$ cat src/rtl/sram_bus_ctrl.sv
// Asynchronous-SRAM controller: turns a single-outstanding req/ack access into
// registered chip-select, output-enable, write and byte-enable strobes across NUM_BANKS banks.
module sram_bus_ctrl #(
    parameter int DATA_W      = 32,
    parameter int SRAM_AW     = 20,
    parameter int BANK_W      = 1,
    parameter int WAIT_CYCLES = 1
) (
    input  logic                          clk,
    input  logic                          rst_n,
    input  logic                          req_i,
    input  logic                          we_i,
    input  logic [SRAM_AW+BANK_W-1:0]     addr_i,
    input  logic [DATA_W/8-1:0]           sel_i,
    input  logic [DATA_W-1:0]             wdata_i,
    output logic [DATA_W-1:0]             rdata_o,
    output logic                          ack_o,
    output logic                          busy_o,
    output logic [SRAM_AW-1:0]            sram_addr_o,
    output logic [(2**BANK_W)-1:0]        sram_ce_n_o,
    output logic                          sram_oe_n_o,
    output logic                          sram_we_n_o,
    output logic [DATA_W/8-1:0]           sram_be_n_o,
    output logic [DATA_W-1:0]             sram_data_o,
    input  logic [DATA_W-1:0]             sram_data_i,
    output logic                          sram_data_oe_o
);

    localparam int NUM_BANKS = 2 ** BANK_W;
    localparam int BE_W      = DATA_W / 8;
    localparam int AW        = SRAM_AW + BANK_W;

    typedef enum logic [2:0] {
        IDLE     = 3'd0,
        RD       = 3'd1,
        WR_SETUP = 3'd2,
        WR_PULSE = 3'd3,
        WR_HOLD  = 3'd4,
        DONE     = 3'd5
    } state_t;

    state_t                 state_q, state_d;
    logic [3:0]             cnt_q, cnt_d;
    logic [AW-1:0]          addr_q, addr_d;
    logic [BE_W-1:0]        sel_q, sel_d;
    logic [DATA_W-1:0]      wdata_q, wdata_d;
    logic [DATA_W-1:0]      rdata_q, rdata_d;
    logic [NUM_BANKS-1:0]   ce_n_q, ce_n_d;
    logic                   oe_n_q, oe_n_d;
    logic                   we_n_q, we_n_d;
    logic [BE_W-1:0]        be_n_q, be_n_d;
    logic                   data_oe_q, data_oe_d;
    logic                   ack_q, ack_d;
    logic                   busy_q, busy_d;
    logic [NUM_BANKS-1:0]   ce_sel_s;
    logic [BANK_W-1:0]      bank_s;

    // Next-state logic: request capture in IDLE, wait counting in RD/WR_PULSE.
    always_comb begin
        state_d = state_q;
        cnt_d   = cnt_q;
        addr_d  = addr_q;
        sel_d   = sel_q;
        wdata_d = wdata_q;
        rdata_d = rdata_q;
        case (state_q)
            IDLE: begin
                if (req_i) begin
                    addr_d  = addr_i;
                    sel_d   = sel_i;
                    wdata_d = wdata_i;
                    cnt_d   = 4'(WAIT_CYCLES);
                    state_d = we_i ? WR_SETUP : RD;
                end else begin
                    state_d = IDLE;
                end
            end
            RD: begin
                if (cnt_q == 4'd0) begin
                    rdata_d = sram_data_i;
                    state_d = DONE;
                end else begin
                    cnt_d = cnt_q - 4'd1;
                end
            end
            WR_SETUP: state_d = WR_PULSE;
            WR_PULSE: begin
                if (cnt_q == 4'd0) begin
                    state_d = WR_HOLD;
                end else begin
                    cnt_d = cnt_q - 4'd1;
                end
            end
            WR_HOLD:  state_d = DONE;
            DONE:     state_d = IDLE;
            default:  state_d = IDLE;
        endcase
    end

    // Strobes are decoded from the state being entered so the pads see registered values.
    always_comb begin
        bank_s = addr_d[AW-1:SRAM_AW];
        for (int i = 0; i < NUM_BANKS; i++) begin
            ce_sel_s[i] = (int'(bank_s) != i);
        end
        ce_n_d    = {NUM_BANKS{1'b1}};
        oe_n_d    = 1'b1;
        we_n_d    = 1'b1;
        be_n_d    = {BE_W{1'b1}};
        data_oe_d = 1'b0;
        ack_d     = 1'b0;
        busy_d    = (state_d != IDLE);
        case (state_d)
            RD: begin
                ce_n_d = ce_sel_s;
                oe_n_d = 1'b0;
                be_n_d = {BE_W{1'b0}};
            end
            WR_SETUP, WR_HOLD: begin
                ce_n_d    = ce_sel_s;
                be_n_d    = ~sel_d;
                data_oe_d = 1'b1;
            end
            WR_PULSE: begin
                ce_n_d    = ce_sel_s;
                we_n_d    = 1'b0;
                be_n_d    = ~sel_d;
                data_oe_d = 1'b1;
            end
            DONE:    ack_d = 1'b1;
            IDLE:    ack_d = 1'b0;
            default: ack_d = 1'b0;
        endcase
    end

    // State, latched request and pad registers; reset forces every strobe inactive at once.
    always_ff @(posedge clk or negedge rst_n) begin
        if (!rst_n) begin
            state_q   <= IDLE;
            cnt_q     <= 4'd0;
            addr_q    <= {AW{1'b0}};
            sel_q     <= {BE_W{1'b0}};
            wdata_q   <= {DATA_W{1'b0}};
            rdata_q   <= {DATA_W{1'b0}};
            ce_n_q    <= {NUM_BANKS{1'b1}};
            oe_n_q    <= 1'b1;
            we_n_q    <= 1'b1;
            be_n_q    <= {BE_W{1'b1}};
            data_oe_q <= 1'b0;
            ack_q     <= 1'b0;
            busy_q    <= 1'b0;
        end else begin
            state_q   <= state_d;
            cnt_q     <= cnt_d;
            addr_q    <= addr_d;
            sel_q     <= sel_d;
            wdata_q   <= wdata_d;
            rdata_q   <= rdata_d;
            ce_n_q    <= ce_n_d;
            oe_n_q    <= oe_n_d;
            we_n_q    <= we_n_d;
            be_n_q    <= be_n_d;
            data_oe_q <= data_oe_d;
            ack_q     <= ack_d;
            busy_q    <= busy_d;
        end
    end

    assign rdata_o        = rdata_q;
    assign ack_o          = ack_q;
    assign busy_o         = busy_q;
    assign sram_addr_o    = addr_q[SRAM_AW-1:0];
    assign sram_ce_n_o    = ce_n_q;
    assign sram_oe_n_o    = oe_n_q;
    assign sram_we_n_o    = we_n_q;
    assign sram_be_n_o    = be_n_q;
    assign sram_data_o    = wdata_q;
    assign sram_data_oe_o = data_oe_q;

endmodule

$ cat config.mk
export PLATFORM = sky130hd
export DESIGN_NAME = sram_bus_ctrl
export DESIGN_NICKNAME = d
export VERILOG_FILES = /design/src/rtl/sram_bus_ctrl.sv
export SDC_FILE = /design/constraint.sdc
export NUM_CORES = 1
export LEC_CHECK = 0
export BUFFER_PORTS_ARGS = -buffer_cell sky130_fd_sc_hd__buf_4
export CORE_MARGIN = 5
export CORE_UTILIZATION = 25
export DETAILED_ROUTE_END_ITERATION = 16
export GPL_TIMING_DRIVEN = 0
export SYNTH_ARGS = -nofsm -noshare
export SYNTH_HDL_FRONTEND = slang
export SYNTH_SLANG_ARGS = --single-unit
$ cat constraint.sdc
create_clock -name clk -period 1.6 [get_ports clk]
set_input_delay 0.08 -clock clk [delete_from_list [all_inputs] [get_ports clk]]
set_output_delay 0.08 -clock clk [all_outputs]
set_load 0.05 [all_outputs]
==> results.json, run 1 <==
{
  "synth_most_common_cell": "dfrtp_1",
  "place_hpwl_um": 7440,
  "fp.dieW_um": 141,
  "combPwrFrac_pct": 59.9,
  "routedWlPerCell_um": 15.0,
  "num-nets-final": 670,
  "cts_sinks": 107,
  "p_per_area_nw_per_um2": 2380,
  "ys.flop_type": "dfrtp_1",
  "boundaryPins": 188,
  "core.rowCount": 47,
  "viasPerCell": 4.11,
  "synth.area.top_cells": "dfrtp_1, mux2_2, buf_4",
  "antenna_left": 0,
  "hold_violations": 0,
  "yosys.cell_types.count": 33,
  "syn_area_um2": 4260,
  "grt_pass1_wl_um": 18400,
  "critPathTopFamily": "simple AND/OR/NAND/NOR gates",
  "crit_required_ps": 1890,
  "final_max_slew_viol_count": 0,
  "cp_data_arrival_time_ps": 1930,
  "setup_ws_ps": -43.1,
  "place_inst": 682,
  "crit_path_frequent_cell": "buf_4",
  "syn-num-nets": 369,
  "p_seq_share_pct": 27.2,
  "clockBufferDepth": 2,
  "grt_pass1_vias": 3589,
  "path_class": "flop to flop",
  "clk_pin_slew_ps": 80,
  "clkLatencyLatePin_ps": 350,
  "finalCritPeriodShare_pct": 103,
  "drv_cap": 0,
  "ys_top_cells_by_count": "dfrtp_1, mux2_2, buf_4, dfstp_2, mux2i_1",
  "tightest_slew_ps": 519,
  "grt_max_degree": 108,
  "grt.total_usage_pct": 11.6,
  "synth_edf_count": 0,
  "start_util_pct": 25.6,
  "cp_slowest_cell": "or4_4",
  "pwr-share-clk_pct": 13.0,
  "period_needed_ps": 1640,
  "cts-root-buf": "clkbuf_16",
  "finClkSkew_ps": 9.80,
  "critical_path.endpoint_type": "flop",
  "setup_viol_count_final": 18,
  "antenna_found_initial": 0,
  "dieArea_um2": 19800,
  "gp_congestion": 0.744,
  "syn-mean-instance-area_um2": 15.5,
  "first_pass_iters": 4,
  "swShare_pct": 45.8,
  "wirelength_um": 12000,
  "synthToLayoutAreaGrowth_pct": 77.1,
  "yosysSeqAreaShare_pct": 63.0,
  "fp.dieH_um": 141,
  "crit_fanout": 3,
  "power_switching_uw": 8230,
  "drtIter0Drc": 59,
  "grt_overflow": 0,
  "port_buffers": 187,
  "fill_cells": 1466,
  "status": "finished, violations left",
  "core_area_um2": 16600,
  "slew-limit-headroom_pct": 65.4,
  "fin_cells": 801,
  "path_cells": "buf_4 > buf_4 > or3_1 > or4_4 > a21oi_2",
  "fin_tns_setup_ps": -249,
  "yosysTopAreaCellShare_pct": 58.1,
  "p_int_uw": 9730,
  "post-route-util_pct": 45.4,
  "power_leakage_uw": 0.00353,
  "yosysTopAreaCell": "dfrtp_1",
  "cts_buffers": 9,
  "num_vias": 3292,
  "pre_cts_ws_ps": -408,
  "hold_class": "input pin to flop",
  "cpPeakStageDelay_ps": 420,
  "ys_warn_count": 0,
  "ir_drop_uv": 1160,
  "rsz0062_at_grt": "yes",
  "h-tree-depth": 3,
  "violations": "setup timing",
  "antenna_cells": 0,
  "synth-seq-cells": 107,
  "start_kind": "flop",
  "layout-drive-gt1-share_pct": 61.4,
  "cts_tree": "done",
  "critPathBufInv": 2,
  "drcViolationCount": 0,
  "netlist_instances": 275,
  "fmax_mhz": 609,
  "async_flop_share_pct": 100
}
-- through the flow --
| stage | cell area [um^2] | total power (uW) | hold WS [ps] |
|---|---|---|---|
| 6_report | 7550 | 18000 | 53.4 |
| 2_1_floorplan | 4270 | 11900 | -216 |
| 4_1_cts | 7350 | 17700 | 29.6 |
| 5_1_grt | 7550 | 18800 | 74.9 |
| 3_3_place_gp | 5950 | 14500 | 312 |
| 3_5_place_dp | 5950 | 14700 | 317 |
-- timing repair --
action,in CTS,in global routing
endpoints found under the hold margin,93,100
pin swaps,3,3
gates resized for setup,23,32
endpoints found under the setup margin,100,93
hold buffers,89,1
setup buffers,9,2
gates cloned,1,2
-- cell type report --
class | count | area, um^2 | area share [%]
buffer | 30 | 279 | 3.70
clock buffer | 10 | 229 | 3.03
clock inverter | 6 | 77.6 | 1.03
inverter | 5 | 18.8 | 0.249
multi-input combinational | 131 | 1470 | 19.4
sequential | 107 | 2690 | 35.6
tap | 220 | 275 | 3.65
timing repair buffer | 292 | 2520 | 33.3
-- power by group through the flow --
stage,Clock (uW),Sequential [uW],Combinational [uW]
finish,2330,4880,10800
global route,2530,5060,11300
CTS,2430,4840,10500
detailed placement,0,4870,9860
global placement,0,4810,9740
floorplan,0,8180,3680
-- cells in the final DEF, fill, tap and decap left out, types with 3 or more instances in the layout --
cell	instances
dfrtp_1	98
mux2_2	67
buf_4	214
dlygate4sd3_1	90
mux2i_1	6
inv_1	3
nor2_1	4
buf_8	6
clkbuf_16	11
dfstp_2	8
mux2_4	22
or3_1	3
a21oi_1	3
buf_6	6
-- final timing paths --
kind                                       from                          to  slack (ps)  depth (start not counted)
max in group asynchronous                 rst_n  sram_data_o[7]$_DFFE_PN0P_         800                          3
min in group asynchronous                 rst_n      addr_q[11]$_DFFE_PN0P_          90                          2
hold reg to reg              sel_q[2]$_DFF_PN0_          sel_q[2]$_DFF_PN0_         490                          1
hold / removal                            req_i            busy_o$_DFF_PN0_          50                          3
setup reg to reg           cnt_q[0]$_DFFE_PN0P_        cnt_q[3]$_DFFE_PN0P_         -40                          5
setup / recovery           cnt_q[0]$_DFFE_PN0P_        cnt_q[3]$_DFFE_PN0P_         -40                          5
-- routing by layer --
layer | global-route usage [%] | vias to the layer above | wire length [um]
met5 | 0 | - | 0
met4 | 3.57 | 0 | 180
met3 | 4.50 | 17 | 937
met2 | 20.0 | 119 | 6080
met1 | 13.3 | 1613 | 4820
li1 | - | 1543 | -
-- kinds of logic after synthesis --
kind of cell	count (synthesis)	synth area share (%)
fa+ha+maj	1	0.293
flops	107	63.0
mux	95	24.9
compound gates	15	2.29
buf+inv	37	6.02
simple gates	20	3.46
-- sequential cells by signal, indices dropped and copies added, names as in the netlist --
register,count
cnt_q,4
sram_be_n_o,4
ack_o,1
sel_q,4
state_q,3
sram_data_oe_o,1
sram_oe_n_o,1
sram_data_o,32
sram_ce_n_o,2
sram_we_n_o,1
addr_q,21
rdata_o,32
busy_o,1
-- worst min-delay path, cell delays in order --
cell and delay (ps):
buf_4 100, nor2_1 40, mux2i_1 130
Note: power is estimated with default switching activity, not from simulation.
==> run 2, diff against run 1 <==
--- a/config.mk
+++ b/config.mk
@@ -5,10 +5,10 @@
 export SDC_FILE = /design/constraint.sdc
 export NUM_CORES = 1
 export LEC_CHECK = 0
-export BUFFER_PORTS_ARGS = -buffer_cell sky130_fd_sc_hd__buf_4
 export CORE_MARGIN = 5
 export CORE_UTILIZATION = 25
 export DETAILED_ROUTE_END_ITERATION = 16
+export DONT_BUFFER_PORTS = 1
 export GPL_TIMING_DRIVEN = 0
 export SYNTH_ARGS = -nofsm -noshare
 export SYNTH_HDL_FRONTEND = slang
==> run 2 against run 1 <==
Compared with the run above:
- the flow finishes with violations (hold timing, setup timing)
- worst hold slack lost 640 ps
- utilization shrank 6.8 points
- critical endpoint is now sram_be_n_o[3]$_DFF_PN1_
- non-clock buffer count shrank 173
- design area shrank 15%
- critical path depth grew 1
- register-to-register slack lost 70 ps
- critical path type unchanged
- sequential cell count is the same
- clock skew grew 2.3 ps
- via count shrank 18%
- first-iteration DRC count grew 27%
- sequential share of layout area grew 6.3 points
==> results.json, run 2 (same netlist as run 1, synthesis figures left out) <==
{
  "layout-drive-gt1-share_pct": 44.9,
  "final_max_slew_viol_count": 0,
  "first_pass_iters": 4,
  "cts_buffers": 9,
  "crit_path_frequent_cell": "buf_6",
  "cp_slowest_cell": "dfrtp_1",
  "start_util_pct": 25.6,
  "post-route-util_pct": 38.6,
  "violations": "hold timing, setup timing",
  "cp_data_arrival_time_ps": 1970,
  "crit_start": "state_q[1]$_DFF_PN0_",
  "place_hpwl_um": 6510,
  "rsz0062_at_grt": "yes",
  "most-common-layout-cells": "dfrtp_1, dlygate4sd3_1, mux2_4",
  "start_kind": "flop",
  "pre_cts_ws_ps": -469,
  "tightest_slew_ps": 584,
  "final_common_cell": "dfrtp_1",
  "setup_ws_ps": -108,
  "critical_path.endpoint_type": "flop",
  "num-nets-final": 497,
  "hold-worst-slack_ps": -585,
  "hold_violations": 107,
  "status": "finished, violations left",
  "dieArea_um2": 19800,
  "antenna_found_initial": 0,
  "clkLatencyLatePin_ps": 350,
  "regToRegSetupSlack_ps": -110,
  "period_needed_ps": 1710,
  "viasPerCell": 4.31,
  "cpPeakStageDelay_ps": 370,
  "grt_pass1_wl_um": 16100,
  "cts-root-buf": "clkbuf_16",
  "setup_viol_count_final": 79,
  "fp.dieH_um": 141,
  "fp.dieW_um": 141,
  "grt_pass1_vias": 2981,
  "finalCritPeriodShare_pct": 107,
  "path_cells": "buf_6 > nor4b_4 > buf_6 > buf_8 > mux2_4 > mux2i_1",
  "grt_max_degree": 108,
  "clk_pin_slew_ps": 80,
  "crit_fanout": 6,
  "drtIter0Drc": 75,
  "path_class": "flop to flop",
  "port_buffers": 0,
  "core_area_um2": 16600,
  "crit_path_end": "sram_be_n_o[3]$_DFF_PN1_",
  "drcViolationCount": 0,
  "crit_required_ps": 1860,
  "reg2regPathDepth": 6,
  "antenna_left": 0,
  "reg2reg_to": "sram_be_n_o[3]$_DFF_PN1_",
  "cts_tree": "done",
  "hold_class": "input pin to async pin",
  "wirelength_um": 11200,
  "gp_congestion": 0.725,
  "drv_cap": 0,
  "slew-limit-headroom_pct": 61.0,
  "grt.total_usage_pct": 10.3,
  "routedWlPerCell_um": 17.8,
  "antenna_cells": 0,
  "synthToLayoutAreaGrowth_pct": 50.5,
  "core.rowCount": 47,
  "boundaryPins": 188,
  "grt_overflow": 0,
  "cts_hold_buf": 91,
  "rr_startpoint": "state_q[1]$_DFF_PN0_",
  "num_vias": 2707,
  "h-tree-depth": 3,
  "finClkSkew_ps": 12.1,
  "clockBufferDepth": 2,
  "fmax_mhz": 585,
  "cts_sinks": 107
}
[run 2: worst min path at each step]
stage          cells past startpoint   from                     end  slack, ps
5_1_grt                            0  rst_n   addr_q[5]$_DFFE_PN0P_       -610
3_3_place_gp                       0  rst_n  addr_q[11]$_DFFE_PN0P_       -210
4_1_cts                            0  rst_n   addr_q[5]$_DFFE_PN0P_       -610
6_report                           0  rst_n    addr_q[20]$_DFF_PN0_       -590
3_5_place_dp                       0  rst_n  addr_q[11]$_DFFE_PN0P_       -210
2_1_floorplan                      0  rst_n         ack_o$_DFF_PN0_       -220
[run 2: area by class of cell]
| class | instances | area, um^2 |
|---|---|---|
| fill | 1493 | 10200 |
| sequential | 107 | 2690 |
| multi-input combinational | 131 | 1590 |
| timing repair buffer | 117 | 1230 |
| buffer | 32 | 314 |
| tap | 220 | 275 |
| clock buffer | 11 | 243 |
| clock inverter | 5 | 61.3 |
| inverter | 5 | 18.8 |
[run 2: through the flow]
step | std cells | area (um^2) | TNS (ps)
floorplan | 275 | 4270 | -571
global placement | 495 | 4550 | -29050
detailed placement | 495 | 4550 | -33870
CTS | 617 | 6030 | -2670
global route | 628 | 6420 | -9750
finish | 628 | 6420 | -4820
[run 2: layer usage]
layer	up-vias	part of all wire, %	wire length [um]	track usage (%)
li1	1193	-	-	-
met1	1359	38	4220	11.2
met2	136	51	5710	17.8
met3	19	8.7	966	3.79
met4	0	2.5	276	4.95
met5	-	0	0	0
[run 2: worst max-delay path, delay by kind of cell (launching register included)]
family                 cells  cell delay, ps
buffers and inverters      3             480
muxes                      2             470
and+or+nand+nor            1             310
DFF                        1             370
[run 2: what timing repair did]
item                                    4_1_cts  5_1_grt
gates cloned                                  0        3
endpoints found under the setup margin      100       97
resized for setup                            34       57
hold endpoints to repair                    204      107
buffers inserted                             15        8
pin swaps                                     6        5
Power of run 2 is left out: the tool's default activity adds up to more than one toggle a clock period on the data nets, which glitch-free logic cannot reach.
